===== config.mk =====
export PLATFORM = sky130hd
export DESIGN_NAME = ysyx_23060191_ifu_fetch
export DESIGN_NICKNAME = d
export VERILOG_FILES = /design/src/rtl/ysyx_23060191_ifu_fetch.sv
export SDC_FILE = /design/constraint.sdc
export NUM_CORES = 1
export LEC_CHECK = 0
export CORE_MARGIN = 2
export CORE_UTILIZATION = 46
export CTS_BUF_LIST = sky130_fd_sc_hd__clkbuf_2
export DETAILED_ROUTE_END_ITERATION = 16
export PLACE_DENSITY = 0.88
export SLEW_MARGIN = 20
export SYNTH_ARGS = -nofsm -noshare
export SYNTH_HDL_FRONTEND = slang
export SYNTH_SLANG_ARGS = --single-unit

===== constraint.sdc =====
create_clock -name clk -period 2.9 [get_ports clk]
set_clock_uncertainty 0.15 [all_clocks]
set_input_delay 0.29 -clock clk [delete_from_list [all_inputs] [get_ports clk]]
set_output_delay 0.29 -clock clk [all_outputs]
set_load 0.05 [all_outputs]

===== src/rtl/ysyx_23060191_ifu_fetch.sv =====
// ============================================================================
// Module   : ysyx_23060191_ifu_fetch
// Brief    : Instruction-fetch controller with PC, memory read port and
//            valid/ready output to decode; accepts execute-stage redirects.
// Revision : 1.0
// ============================================================================
`default_nettype none

module ysyx_23060191_ifu_fetch #(
    parameter int                   CPU_WIDTH = 32,
    parameter logic [CPU_WIDTH-1:0] RESET_PC  = 32'h8000_0000,
    parameter int                   MEM_LAT   = 1
) (
    input  logic                 clk,
    input  logic                 rst_n,
    output logic [CPU_WIDTH-1:0] mem_pc,
    output logic                 mem_rd_en,
    input  logic [CPU_WIDTH-1:0] mem_inst,
    input  logic                 redirect_valid,
    input  logic [CPU_WIDTH-1:0] redirect_pc,
    output logic                 out_valid,
    output logic [CPU_WIDTH-1:0] out_pc,
    output logic [CPU_WIDTH-1:0] out_inst,
    input  logic                 out_ready
);

    typedef enum logic [1:0] {
        S_IDLE = 2'd0,
        S_REQ  = 2'd1,
        S_HOLD = 2'd2
    } state_t;

    localparam logic [3:0] LAST_CNT = 4'(MEM_LAT - 1);

    state_t               state, state_nxt;
    logic [CPU_WIDTH-1:0] pc, pc_nxt;
    logic [3:0]           cnt, cnt_nxt;
    logic                 valid_nxt;
    logic [CPU_WIDTH-1:0] opc_nxt, oinst_nxt;

    always_ff @(posedge clk or negedge rst_n) begin
        if (!rst_n) begin
            state     <= S_IDLE;
            pc        <= RESET_PC;
            cnt       <= 4'd0;
            out_valid <= 1'b0;
            out_pc    <= '0;
            out_inst  <= '0;
        end else begin
            state     <= state_nxt;
            pc        <= pc_nxt;
            cnt       <= cnt_nxt;
            out_valid <= valid_nxt;
            out_pc    <= opc_nxt;
            out_inst  <= oinst_nxt;
        end
    end

    always_comb begin
        state_nxt = state;
        pc_nxt    = pc;
        cnt_nxt   = cnt;
        valid_nxt = out_valid;
        opc_nxt   = out_pc;
        oinst_nxt = out_inst;

        case (state)
            S_IDLE: begin
                state_nxt = S_REQ;
                cnt_nxt   = 4'd0;
            end
            S_REQ: begin
                if (cnt == LAST_CNT) begin
                    oinst_nxt = mem_inst;
                    opc_nxt   = pc;
                    valid_nxt = 1'b1;
                    pc_nxt    = pc + CPU_WIDTH'(4);
                    cnt_nxt   = 4'd0;
                    state_nxt = S_HOLD;
                end else begin
                    cnt_nxt = cnt + 4'd1;
                end
            end
            S_HOLD: begin
                if (out_ready) begin
                    valid_nxt = 1'b0;
                    cnt_nxt   = 4'd0;
                    state_nxt = S_REQ;
                end
            end
            default: begin
                state_nxt = S_IDLE;
                cnt_nxt   = 4'd0;
            end
        endcase

        // Redirect wins over everything, including a capture landing this cycle.
        if (redirect_valid) begin
            pc_nxt    = {redirect_pc[CPU_WIDTH-1:2], 2'b00};
            cnt_nxt   = 4'd0;
            valid_nxt = 1'b0;
            opc_nxt   = out_pc;
            oinst_nxt = out_inst;
            state_nxt = S_REQ;
        end
    end

    assign mem_pc    = pc;
    assign mem_rd_en = (state == S_REQ);

endmodule

`default_nettype wire


==> After elaboration in Yosys (flattened, before gate mapping) <==
Cells that the tools add are included.
W data, S select, Z words.
{ "classes": {"eq_ne": 4, "reduce_logical": 9, "muxes": 15, "bitwise_logic": 1, "n_addsub": 2} }
{ "ops": {"columns": ["operator", "n"], "rows": [
  ["$mux W32", 3],
  ["$add A32 B3 Y32 const B", 1],
  ["$mux W4", 3],
  ["$pmux W4 S2", 1],
  ["$mux W2", 3],
  ["$pmux W2 S3", 1],
  ["$reduce_and A3 Y1", 2],
  ["$add A4 B1 Y4 const B", 1],
  ["$logic_not A4 Y1", 1],
  ["$reduce_and A2 Y1", 2],
  ["$reduce_bool A2 Y1", 2],
  ["$mux W1", 3],
  ["$ne A3 B1 Y1 const B", 1],
  ["$ne A3 B3 Y1 const B", 1],
  ["$reduce_bool A3 Y1", 1],
  ["$eq A2 B1 Y1 const B", 1],
  ["$eq A2 B2 Y1 const B", 1],
  ["$logic_not A2 Y1", 1],
  ["$pmux W1 S2", 1],
  ["$not A1 Y1", 1]
]} }
{ "word_totals": {"reg_bits": 103, "elab_cells": 37, "out_inout_bits": 98, "input_bits": 68} }

==> Depth between registers and ports, before layout <==
{ "depth": {"depth_word": 4, "ltp_mapped": 7, "ltp_nobuf": 7} }

==> Worst setup path after synthesis <==
Ideal clock, no wire load.
{ "synth_path": {"path_type": "reg2reg", "start": "register state[1]", "end": "register out_pc[20]", "arrival_time_ps": 2352, "setup_ps": 128, "path_slack_ps": 270, "required_time_ps": 2622, "synth_period_minus_slack_ps": 2630, "path_buffers": 1, "path_stages_with_launch": 6, "path_cell_list": "dfrtp_1 nor2b_1 nand2_1 nor2_4 buf_4 mux2_1"} }
{ "synth_via": {"elab_chain_cells": 2} }
{ "synth_rtl": {"columns": ["element", "line", "rtl"], "rows": [
  ["from (decl)", "35", "state_t state, state_nxt;"],
  ["from (signal assigned)", "50", "state <= state_nxt;"],
  ["$eq A2 B1 Y1", null, null],
  ["via mem_rd_en", "17", "output logic mem_rd_en,"],
  ["$reduce_and A3 Y1 (no line)", null, null],
  ["to (signal assigned)", "54", "out_pc <= opc_nxt;"],
  ["to (decl)", "22", "output logic [CPU_WIDTH-1:0] out_pc,"]
]} }
The timed path passes the listed nets, and every way through them passes these cells.
A chain may end at the register's enable or synchronous reset.

==> Worst setup path after layout <==
{ "layout_path": {"start": "register state[0]", "end": "output port mem_rd_en"} }
{ "layout_via": {"elab_chain_cells": 1} }
{ "layout_rtl": {"columns": ["element", "line", "rtl"], "rows": [
  ["$eq A2 B1 Y1", "109", "assign mem_rd_en = (state == S_REQ);"],
  ["to (decl)", "17", null]
]} }
Every way passes these cells.

==> flow_summary.yaml <==
global_route:
  top_usage_layer: "met2"
  antenna_found_initial: 0
  first_global_vias: 3490
  use_met2_pct: 35.7
  grt_usage_pct: 20.7
  grt_use_met1_pct: 25.5
  use_met3_pct: 4.24
  grt_overflow: 0
  grt_max_degree: 52
  grt_pass1_wl_um: 16900
logic_synthesis:
  synth_edf_count: 0
  ys_warn_count: 0
  async_flop_share_pct: 100
  synth-seq-cells: 99
  synth_top_flop_cell: "dfrtp_1"
  synth_area_leaders: "dfrtp_1 (55%), mux2_1 (16%), nand2_1 (3.6%)"
  ys_types: 40
  synth_cells: 365
  syn-cell-area_um2: 4420
  yosysMostFrequentCell: "dfrtp_1"
  yosys-top-cells-count: "dfrtp_1 (98), mux2_1 (62), nand2_1 (42)"
  synth_top_area_share_pct: 55.4
  syn_area_per_cell_um2: 12.1
  yosys.area.top_type: "dfrtp_1"
  synth.yosys.seq_area_share_pct: 56.0
cts:
  post_cts_buffers: 0
  clk_pin_slew_worst_paths_ns: 0.29
  htreeDepth: 3
  cts_sinks: 99
  cts_buffer_depth: 2
  cts_buffers: 9
  cts_tree: "yes"
  root_buffer: "clkbuf_2"
  clkLatencyLatePin_ns: 0.55
sta:
  setup_viol: 0
  setup_tns_ns: 0
  drv_slew: 0
  hold_violations: 0
  relSlewSlack_pct: 56.6
  rsz0062_at_grt: "no"
  timing.final.crit_share_pct: 93.5
  worst_pin_slew_ns: 0.651
  period_minus_slack_ns: 2.71
  fmax_mhz: 369
drt:
  drt_pass1_iterations: 4
  vias: 3450
  wire_per_inst_um: 16.0
  dr.first_iter.drc_count: 62
  drt-total-wl_um: 10600
  drc: 0
  postRouteAntennaNets: 0
  vias_per_cell: 5.21
pwr:
  p_leak_nw: 2.52
  switchingPower_mw: 1.89
  clkPwrFrac_pct: 13.4
  ir_drop_mv: 0.372
  pwr-share-seq_pct: 42.1
  switching_share_pct: 43.7
  p_int_mw: 2.43
  power.density_nw_per_um2: 691
  power.share.combinational_pct: 44.5
worst_setup_path:
  crit_start: "state[0]$_DFFE_PN0P_"
  required_ns: 2.46
  crit_path_end_kind: "primary output"
  start_kind: "flop"
  critPathKind: "flop to primary output"
  worstPathArrival_ns: 2.27
  critPathMaxFanout: 7
  reg2reg_from: "cnt[0]$_DFFE_PN0P_"
  rrSetupSlack_ns: 0.51
cells_and_area:
  utilization_pct: 67.3
  drive_gt1_share_pct: 6.00
  n_antenna_cell: 0
  layout.nets: 599
  syn_to_final_growth_pct: 41.2
floorplan:
  ios: 166
  core_um2: 9280
  core.rowCount: 35
  start_util_pct: 47.6
  fp.dieH_um: 102
  die_area_um2: 10400
  die_w_um: 102
job:
  cap_viol_max_count: 0
hold_path:
  hold_class: "input pin to asynchronous set/reset pin"
outcome:
  outcome: "finished, final reports clean"
placed_design:
  place.port_buffers: 159
  gp_congestion: 0.781
  hpwl_um: 8030
## stage by stage
step | cell area, µm² | hold WS (ns) | instances | setup WS, ns | total power, mW
2_1_floorplan | 4430 | -0.156 | 368 | 0.270 | 3.03
3_3_place_gp | 6130 | 0.206 | 644 | 0.551 | 3.72
3_5_place_dp | 6130 | 0.213 | 644 | 0.547 | 3.78
4_1_cts | 6240 | 0.0427 | 662 | 0.134 | 4.36
5_1_grt | 6240 | 0.0507 | 662 | 0.0182 | 4.51
6_report | 6240 | 0.0891 | 662 | 0.188 | 4.31
## worst max-delay path, cell delays in order (launching register included)
cell and delay, ns:
dfrtp_1 0.50, nor2b_1 0.37, clkdlybuf4s50_1 0.88
## cells in the final DEF (no fill, tap or decap), types with 2 or more instances in the layout
master,instances
and3_1,2
clkbuf_2,10
a21oi_1,2
nand3_1,14
nor4_1,6
o21ai_0,9
clkdlybuf4s50_1,157
nand4_1,10
nand3b_1,2
mux2i_1,2
xor2_1,15
conb_1,4
nor4_4,2
inv_1,3
nand2b_1,3
nand2_1,42
and2_1,4
ha_1,3
clkinvlp_4,2
xnor2_1,13
o21ai_1,25
and4_1,4
dfrtp_1,98
buf_4,6
nor3_1,3
nor2_1,8
dlygate4sd3_1,2
mux2_1,62
## path summary, 6_finish.rpt
path                                       endpoint  cells after the start
setup / recovery                          mem_rd_en                      2
max in group asynchronous    mem_pc[31]$_DFFE_PN1P_                      3
hold reg to reg            out_inst[29]$_DFFE_PN0P_                      1
setup reg to reg             mem_pc[19]$_DFFE_PN0P_                      7
min in group clk             mem_pc[15]$_DFFE_PN0P_                      3
hold / removal               out_pc[16]$_DFFE_PN0P_                      2
## what timing repair did
| item | CTS | global route |
|---|---|---|
| gates resized for setup | 0 | 0 |
| hold buffers | 2 | 0 |
| hold endpoints to repair | 57 | 0 |
## sequential cells by signal, summed over array words and instances, names as in the netlist
signal and cells:
cnt 4, state 2, out_valid 1, mem_pc 30, out_pc 30, out_inst 32
## cell families after synthesis
| group | Yosys count | synth area share [%] |
|---|---|---|
| AOI/OAI and AO/OA | 40 | 4.78 |
| DFF | 99 | 56.0 |
| adders and majority gates | 3 | 0.849 |
| xor gates and xnor gates | 28 | 5.54 |
| and+or+nand+nor | 108 | 13.6 |
| muxes | 65 | 16.5 |
| buffers and inverters | 21 | 2.63 |
| other | 1 | 0.0848 |
## final cells by class
type / count / area (µm²)
inverters: 3 / 11.3
fillers: 746 / 3040
well taps: 129 / 161
clock buffers: 10 / 50.0
repair buffers: 167 / 1660
clock inverters: 6 / 41.3
multi-input cells: 248 / 1840
flip-flops and latches: 99 / 2480
## routing by layer
layer | vias up | share of wire, %
li1 | 1602 | -
met1 | 1719 | 41
met2 | 108 | 52
met3 | 21 | 4.8
met4 | 0 | 2.3
met5 | - | 0
## power groups by stage
stage | combinational [mW] | sequential [mW] | clock (mW)
floorplan | 0.319 | 2.71 | 0
global placement | 1.90 | 1.82 | 0
detailed placement | 1.93 | 1.84 | 0
CTS | 1.94 | 1.82 | 0.604
global route | 2.00 | 1.85 | 0.654
finish | 1.92 | 1.81 | 0.579
No activity file was read; power rests on OpenSTA's default activity.
